**src/rtl/scytale_encryption.sv**
```systemverilog
// Scytale encryption: buffers plaintext until the start token, then emits it column-major.
// Define SCYTALE_PAD_EN to fill positions past the message end with PAD_CHAR.
module scytale_encryption #(
    parameter int                 D_WIDTH                = 8,
    parameter int                 KEY_WIDTH              = 8,
    parameter int                 MAX_NOF_CHARS          = 50,
    parameter logic [D_WIDTH-1:0] START_ENCRYPTION_TOKEN = 8'hFA,
    parameter logic [D_WIDTH-1:0] PAD_CHAR               = 8'h20
) (
    input  logic                 clk,
    input  logic                 rst,
    input  logic [D_WIDTH-1:0]   data_i,
    input  logic                 valid_i,
    input  logic [KEY_WIDTH-1:0] key_N,
    input  logic [KEY_WIDTH-1:0] key_M,
    output logic                 busy,
    output logic [D_WIDTH-1:0]   data_o,
    output logic                 valid_o
);

    localparam int CNT_W = $clog2(MAX_NOF_CHARS + 1);
    localparam int IDX_W = 2 * KEY_WIDTH;
`ifdef SCYTALE_PAD_EN
    localparam bit PAD_EN = 1'b1;
`else
    localparam bit PAD_EN = 1'b0;
`endif

    typedef enum logic {COLLECT, EMIT} state_t;

    state_t               state_q, state_d;
    logic [CNT_W-1:0]     cnt_q, cnt_d;
    logic [KEY_WIDTH-1:0] n_q, n_d, m_q, m_d;
    logic [KEY_WIDTH-1:0] col_q, col_d, row_q, row_d;
    logic [IDX_W-1:0]     base_q, base_d;
    logic                 done_q, done_d;
    logic [D_WIDTH-1:0]   data_q, data_d;
    logic                 valid_q, valid_d;
    logic                 busy_q, busy_d;
    logic                 wr_en;
    logic [IDX_W-1:0]     idx;
    logic [IDX_W-1:0]     msg_len;
    logic [D_WIDTH-1:0]   mem_q [MAX_NOF_CHARS];

    // base steps by N each row, so the read index needs only an adder.
    assign idx     = base_q + IDX_W'(col_q);
    assign msg_len = IDX_W'(key_N) * IDX_W'(key_M);

    assign busy    = busy_q;
    assign data_o  = data_q;
    assign valid_o = valid_q;

    always_ff @(posedge clk) begin
        if (wr_en) mem_q[cnt_q] <= data_i;
    end

    always_ff @(posedge clk) begin
        if (rst) begin
            state_q <= COLLECT;
            cnt_q   <= '0;
            n_q     <= '0;
            m_q     <= '0;
            col_q   <= '0;
            row_q   <= '0;
            base_q  <= '0;
            done_q  <= 1'b0;
            data_q  <= '0;
            valid_q <= 1'b0;
            busy_q  <= 1'b0;
        end else begin
            state_q <= state_d;
            cnt_q   <= cnt_d;
            n_q     <= n_d;
            m_q     <= m_d;
            col_q   <= col_d;
            row_q   <= row_d;
            base_q  <= base_d;
            done_q  <= done_d;
            data_q  <= data_d;
            valid_q <= valid_d;
            busy_q  <= busy_d;
        end
    end

    always_comb begin
        state_d = state_q;
        cnt_d   = cnt_q;
        n_d     = n_q;
        m_d     = m_q;
        col_d   = col_q;
        row_d   = row_q;
        base_d  = base_q;
        done_d  = done_q;
        data_d  = data_q;
        valid_d = valid_q;
        busy_d  = busy_q;
        wr_en   = 1'b0;
        case (state_q)
            COLLECT: begin
                valid_d = 1'b0;
                busy_d  = 1'b0;
                if (valid_i) begin
                    if (data_i == START_ENCRYPTION_TOKEN) begin
                        if (key_N == '0 || key_M == '0 ||
                            msg_len > IDX_W'(MAX_NOF_CHARS) || cnt_q == '0) begin
                            cnt_d = '0;
                        end else begin
                            n_d     = key_N;
                            m_d     = key_M;
                            col_d   = '0;
                            row_d   = '0;
                            base_d  = '0;
                            done_d  = 1'b0;
                            busy_d  = 1'b1;
                            state_d = EMIT;
                        end
                    end else if (cnt_q < CNT_W'(MAX_NOF_CHARS)) begin
                        wr_en = 1'b1;
                        cnt_d = cnt_q + CNT_W'(1);
                    end
                end
            end
            EMIT: begin
                if (done_q) begin
                    valid_d = 1'b0;
                    busy_d  = 1'b0;
                    cnt_d   = '0;
                    done_d  = 1'b0;
                    state_d = COLLECT;
                end else begin
                    if (idx < IDX_W'(cnt_q)) begin
                        data_d  = mem_q[idx[CNT_W-1:0]];
                        valid_d = 1'b1;
                    end else if (PAD_EN) begin
                        data_d  = PAD_CHAR;
                        valid_d = 1'b1;
                    end else begin
                        valid_d = 1'b0;
                    end
                    // Row advances fastest; a finished column moves on to the next one.
                    if (row_q == m_q - KEY_WIDTH'(1)) begin
                        row_d  = '0;
                        base_d = '0;
                        if (col_q == n_q - KEY_WIDTH'(1)) done_d = 1'b1;
                        else col_d = col_q + KEY_WIDTH'(1);
                    end else begin
                        row_d  = row_q + KEY_WIDTH'(1);
                        base_d = base_q + IDX_W'(n_q);
                    end
                end
            end
            default: state_d = COLLECT;
        endcase
    end

endmodule

```
**config.mk**
```make
export PLATFORM = sky130hd
export DESIGN_NAME = scytale_encryption
export DESIGN_NICKNAME = d
export VERILOG_FILES = /design/src/rtl/scytale_encryption.sv
export SDC_FILE = /design/constraint.sdc
export NUM_CORES = 1
export LEC_CHECK = 0
export BUFFER_PORTS_ARGS = -buffer_cell sky130_fd_sc_hd__buf_2
export CAP_MARGIN = 5
export CORE_ASPECT_RATIO = 1.4
export CORE_MARGIN = 1
export CORE_UTILIZATION = 40
export CTS_CLUSTER_DIAMETER = 100
export DETAILED_ROUTE_END_ITERATION = 6
export GPL_ROUTABILITY_DRIVEN = 0
export PLACE_DENSITY_LB_ADDON = 0.15
export SLEW_MARGIN = 20
export SYNTH_ARGS = -nofsm -noshare
export SYNTH_HDL_FRONTEND = slang
export SYNTH_SLANG_ARGS = --single-unit
```
**constraint.sdc**
```tcl
create_clock -name clk -period 8.7 [get_ports clk]
set_input_delay 0.435 -clock clk [delete_from_list [all_inputs] [get_ports clk]]
set_output_delay 0.435 -clock clk [all_outputs]
set_load 0.02 [all_outputs]
```
After elaboration in Yosys (flattened, before gate mapping)
Memory sizes are Yosys's and may differ from the RTL's. A register that Yosys moved wholly into a read port is not among the register bits.
Index checks and enable logic that the tools add are counted.

operators by class
  add/subtract/negate cells = 7
  multipliers = 1
  magnitude comparators = 3
  eq/ne operators = 12
  muxes and demuxes = 45
  bitwise logic cells = 3
  reductions and logical operators = 12

operators by type and width
  operator                                             number
  two-way mux 16 bit                                   5
  two-way mux 8 bit                                    8
  adder 16 x 8 -> 16 bit                               2
  case mux 16 bit (2 select lines)                     1
  case mux 8 bit (2 select lines)                      2
  two-way mux 6 bit                                    5
  two-way mux 1 bit                                    19
  adder 8 x 1 -> 8 bit, second input constant          2
  == test 8 bit                                        2
  > comparator 16 x 6 -> 1 bit, second input constant  1
  logical NOT 8 bit                                    2
  less-than comparator 16 x 6 -> 1 bit                 1
  multiplier 8 x 8 -> 16 bit                           1
  subtractor 8 x 1 -> 8 bit, second input constant     2
  case mux 6 bit (2 select lines)                      1
  AND reduction 4 bit                                  3
  != test 2 bit, second input constant                 5
  == test 8 bit, second input constant                 1
  case mux 1 bit (2 select lines)                      4
  adder 6 x 1 -> 6 bit, second input constant          1
  logical NOT 6 bit                                    1
  less-than comparator 6 bit, second input constant    1
  != test 3 bit, second input constant                 2
  AND reduction 3 bit                                  2
  other kinds (4)                                      9

word-level totals
  bits in registers = 58
  RAM bits = 400
  input port bits = 27
  output and inout port bits = 10
  memories kept = 1

memory list
  name   words  width  read ports  clocked after Yosys merged registers in  wr ports  line  text
  mem_q  50     8      1           1                                        1         43    logic [D_WIDTH-1:0] mem_q [MAX_NOF_CHARS];

Longest topological paths before layout
  word-level depth = 8
  mapped depth = 22

Least setup slack after synthesis
OpenSTA, ideal clock, no wires.

  kind = in2reg
  from = in key_M[6]
  to = reg col_q[6]
  arrival time = 5.449 ns
  required time = 8.579 ns
  slack = 3.131 ns
  stages = 19
  buffers on the path = 3
  cells stage by stage = clkbuf_1 -> and2_1 -> fa_1 -> fa_1 -> fa_1 -> inv_1 -> fa_1 -> inv_1 -> ha_1 -> a2111oi_0 -> o21ai_1 -> a41oi_1 -> xnor2_1 -> nor4b_2 -> and3_1 -> buf_2 -> buf_2 -> nor3_1 -> mux2_2

between the ends
  word-level cells in the longest chain between the ends = 6

ends and longest elaborated chain
  element                                                                  line      text
  from (decl)                                                              15        input logic [KEY_WIDTH-1:0] key_M,
  multiplier 8 x 8 -> 16 bit / logical NOT 8 bit (equally long branches)   47, 104
  > comparator 16 x 6 -> 1 bit / logical OR 1 bit (equally long branches)  105, 104
  logical OR 1 bit *                                                       104       if (key_N == '0 || key_M == '0 ||
  logical OR 1 bit *                                                       105       msg_len > IDX_W'(MAX_NOF_CHARS) || cnt_q == '0) begin
  != test 2 bit (no source line) *                                         n/a
  AND reduction 6 bit (no source line) *                                   n/a
  to (signal assigned)                                                     75        col_q <= col_d;
  to (decl)                                                                34        logic [KEY_WIDTH-1:0] col_q, col_d, row_q, row_d;

Every way passes the cells marked *; elsewhere a longest branch is shown, timed or not.
A chain may end at the register's enable or synchronous reset.

Worst setup path after layout
  from = in key_N[2]
  to = reg base_q[12]

between the ends
  word-level cells in the longest chain between the ends = 6

ends and longest elaborated chain
  element                                                                  line      text
  from (decl)                                                              14        input logic [KEY_WIDTH-1:0] key_N,
  multiplier 8 x 8 -> 16 bit / logical NOT 8 bit (equally long branches)   47, 104
  > comparator 16 x 6 -> 1 bit / logical OR 1 bit (equally long branches)  105, 104
  logical OR 1 bit *                                                       104
  logical OR 1 bit *                                                       105
  != test 2 bit (no source line) *                                         n/a
  AND reduction 4 bit (no source line) *                                   n/a
  to (signal assigned)                                                     77        base_q <= base_d;
  to (decl)                                                                35        logic [IDX_W-1:0] base_q, base_d;

Marks and branches as above.

==> results.yml <==
critical_path:
  cpMaxStageDelayCell: "nand3_1"
  crit_path_frequent_cell: "fa_1"
  path_delay_family: "adder cells"
  r2r-end: "data_o[5]$_SDFFE_PP0P_"
  critPathMaxFanout: 19
  cp-end-kind: "flip-flop"
  path_cells: "buf_2, and2_1, fa_1, fa_1, fa_1, inv_1, fa_1, inv_1, ha_1, a2111oi_0, o21ai_1, a41oi_1, xnor2_1, nor4b_2, nand3_1, nand2_1, a311oi_1"
  start_kind: "input port"
  cp_slowest_stage_delay_ns: 0.66
  worst-path-buf-inv: 3
  r2r_start: "col_q[1]$_SDFFE_PP0P_"
  r2r_slack_ns: 3.74
  worstPathRequired_ns: 9.15
  cp.arrival_ns: 6.46
  critPathKind: "input port to flip-flop"
  reg2reg_depth: 12
global_route:
  grt_usage: 0.190
  grt_max_degree: 106
  grt_pass1_vias: 13500
  grt_overflow_total: 0
  antenna_found_initial: 0
  grt_pass1_wl_um: 81400
sta:
  slew_headroom: 0.259
  timing.final.crit_share: 0.691
  rsz0062_at_grt: "no"
  whs_ns: 0.180
  fmax_mhz: 166
  setup_viol: 0
  setup_slack_ns: 2.68
  hold_viol_final: 0
  fin_crit_ns: 6.02
  fin_worst_skew_ns: 0.0440
  slew_viol_final: 0
  worstMarginPinSlew_ns: 1.10
  setup-tns-final_ns: 0
floorplanning:
  fp.coreArea_um2: 54500
  die_y_um: 281
  ios: 37
  start_util: 0.407
  die_area_um2: 56400
  die-width_um: 201
  rows: 101
min_path:
  hold_start: "key_N[6]"
  min_path_cells: 3
  hold_class: "input port to flip-flop"
  hold_end: "n_q[6]$_SDFFE_PP0P_"
power:
  powerDensity_nw_per_um2: 205
  power_frac_comb: 0.123
  swShare: 0.255
  seq_power_share: 0.481
  ir_drop_v: 0.000160
  p_clk_frac: 0.396
  intPower_mw: 3.77
  switchingPower_mw: 1.29
  p_leak_nw: 8.21
run_status:
  status: "complete, but fails checks"
  violations: "DRC"
logic_synthesis:
  yosysSeqAreaShare: 0.601
  ys_ff_latch: 466
  synth_edf_count: 400
  yosysWarnings: 0
  ys_async_sr_fraction: 0
  synth_nets: 1672
  synthCells: 1544
  netlist_area_um2: 22200
  syn-mean-instance-area_um2: 14.4
  synth_ff_type: "edfxtp_1"
  synth.distinct_cells: 70
clocking:
  cts_tree: "done"
  clk_latency_ns: 0.62
  cts_max_path_buffers: 3
  htreeDepth: 2
  cts_made_buffers: 46
  cts-resized-gates: 0
  clock_sinks: 466
  root_buffer: "clkbuf_16"
  postCtsHoldBufs: 0
  post_cts_buffers: 0
  clk_pin_slew_ns: 0.07
finish:
  antenna_cells: 0
  register_area_um2: 13300
  nNetsFinal: 1703
  final_cell_mix: "edfxtp_1 (400), nand2_1 (123), mux4_2 (112), nor2_1 (96), a21oi_1 (68)"
  fillers: 4819
  drive_gt1_frac: 0.158
  multi_input_area_um2: 8390
  syn_to_final_growth_pct: 11.4
  layout_commonest_cell: "edfxtp_1"
place:
  hpwl_um: 34500
  portBuffers: 36
  dp_slack_ns: 2.06
run:
  cap_violations: 0
route:
  drt-total-wl_um: 52200
  dr.pass1.iters: 7
  avgRoutedWirePerCell_um: 22.4
  viasPerCell: 5.52
  ant_nets: 0
  first_iter_violations: 779
  via_count: 12900
  drcViolationCount: 1
==> cell usage after synthesis, types with 16 or more instances <==
library cell / n / area, um2
o21ai_0: 33 / 165
nor2_1: 96 / 360
edfxtp_1: 400 / 12000
clkbuf_1: 54 / 203
ha_1: 63 / 788
nand4_1: 16 / 100
dfxtp_1: 66 / 1320
xnor2_1: 23 / 201
mux2i_1: 23 / 230
mux4_2: 112 / 2520
inv_1: 65 / 244
and2_1: 54 / 338
fa_1: 38 / 761
a21oi_1: 68 / 340
nor3_1: 27 / 135
nand3_1: 66 / 330
nand2b_1: 23 / 144
nand2_1: 123 / 462
==> how the worst max path moves through the flow <==
stage / start / end / slack (ns) / cells past startpoint
final: key_N[2] / base_q[12]$_SDFFE_PP0P_ / 2.68 / 17
after global routing: key_N[0] / base_q[8]$_SDFFE_PP0P_ / 2.34 / 18
after CTS: key_N[2] / base_q[12]$_SDFFE_PP0P_ / 2.69 / 17
after detailed placement: key_N[2] / base_q[8]$_SDFFE_PP0P_ / 2.06 / 17
after global placement: key_N[2] / base_q[13]$_SDFFE_PP0P_ / 2.17 / 17
after floorplan: key_M[6] / col_q[6]$_SDFFE_PP0P_ / 3.13 / 19
==> worst register-to-register path: stages (launching register included) <==
cell	delay (ns)
dfxtp_1	0.49
ha_1	0.30
a21o_1	0.18
a21oi_1	0.33
xor2_4	0.16
buf_4	0.50
clkinv_1	0.72
ha_1	0.54
a211oi_1	0.22
o211ai_1	0.25
a2111oi_0	0.46
nand3_1	0.46
mux2i_1	0.23
==> metal layers <==
layer / part of all wire / routed length, um / GRT usage / vias to the layer above
li1: - / - / - / 5975
met1: 0.39 / 20500 / 0.221 / 6534
met2: 0.54 / 28400 / 0.359 / 265
met3: 0.032 / 1680 / 0.0220 / 100
met4: 0.031 / 1640 / 0.0669 / 0
met5: 0 / 0 / 0 / -
==> stage by stage <==
step	area [um2]	utilization	instances	total power, mW
after floorplan	22200	-	1544	2.91
after global placement	23200	0.426	2248	3.09
after detailed placement	23200	0.426	2248	3.09
after CTS	24700	0.454	2332	5.09
after global routing	24700	0.454	2332	5.25
final	24700	0.454	2332	5.06
==> area by class of cell <==
type	count	share of cell area
Clock buffer	53	0.0481
Clock inverter	31	0.0133
Inverter	67	0.0102
Multi-Input combinational cell	941	0.339
Sequential cell	466	0.540
Tap cell	721	0.0365
Timing Repair Buffer	53	0.0130
==> logic make-up after synthesis <==
group / synth area share
AOI/OAI and AO/OA: 0.0597
DFF: 0.601
xor gates and xnor gates: 0.0146
muxes: 0.126
buffers and inverters: 0.0239
adders and majority gates: 0.0698
and+or+nand+nor: 0.105
==> sequential cells by signal, summed over array words and instances, names as in the netlist <==
| signal | count |
|---|---|
| busy | 1 |
| base_q | 16 |
| state_q | 1 |
| data_o | 8 |
| col_q | 8 |
| row_q | 8 |
| m_q | 8 |
| n_q | 8 |
| valid_o | 1 |
| done_q | 1 |
| cnt_q | 6 |
| mem_q | 400 |
==> power by group through the flow <==
stage	Clock, mW	Combinational (mW)	Sequential (mW)
detailed placement	0	0.612	2.48
global placement	0	0.607	2.48
CTS	2.05	0.617	2.43
global route	2.13	0.697	2.43
finish	2.00	0.623	2.43
floorplan	0	0.429	2.48
Power figures use the tool's default switching activity.
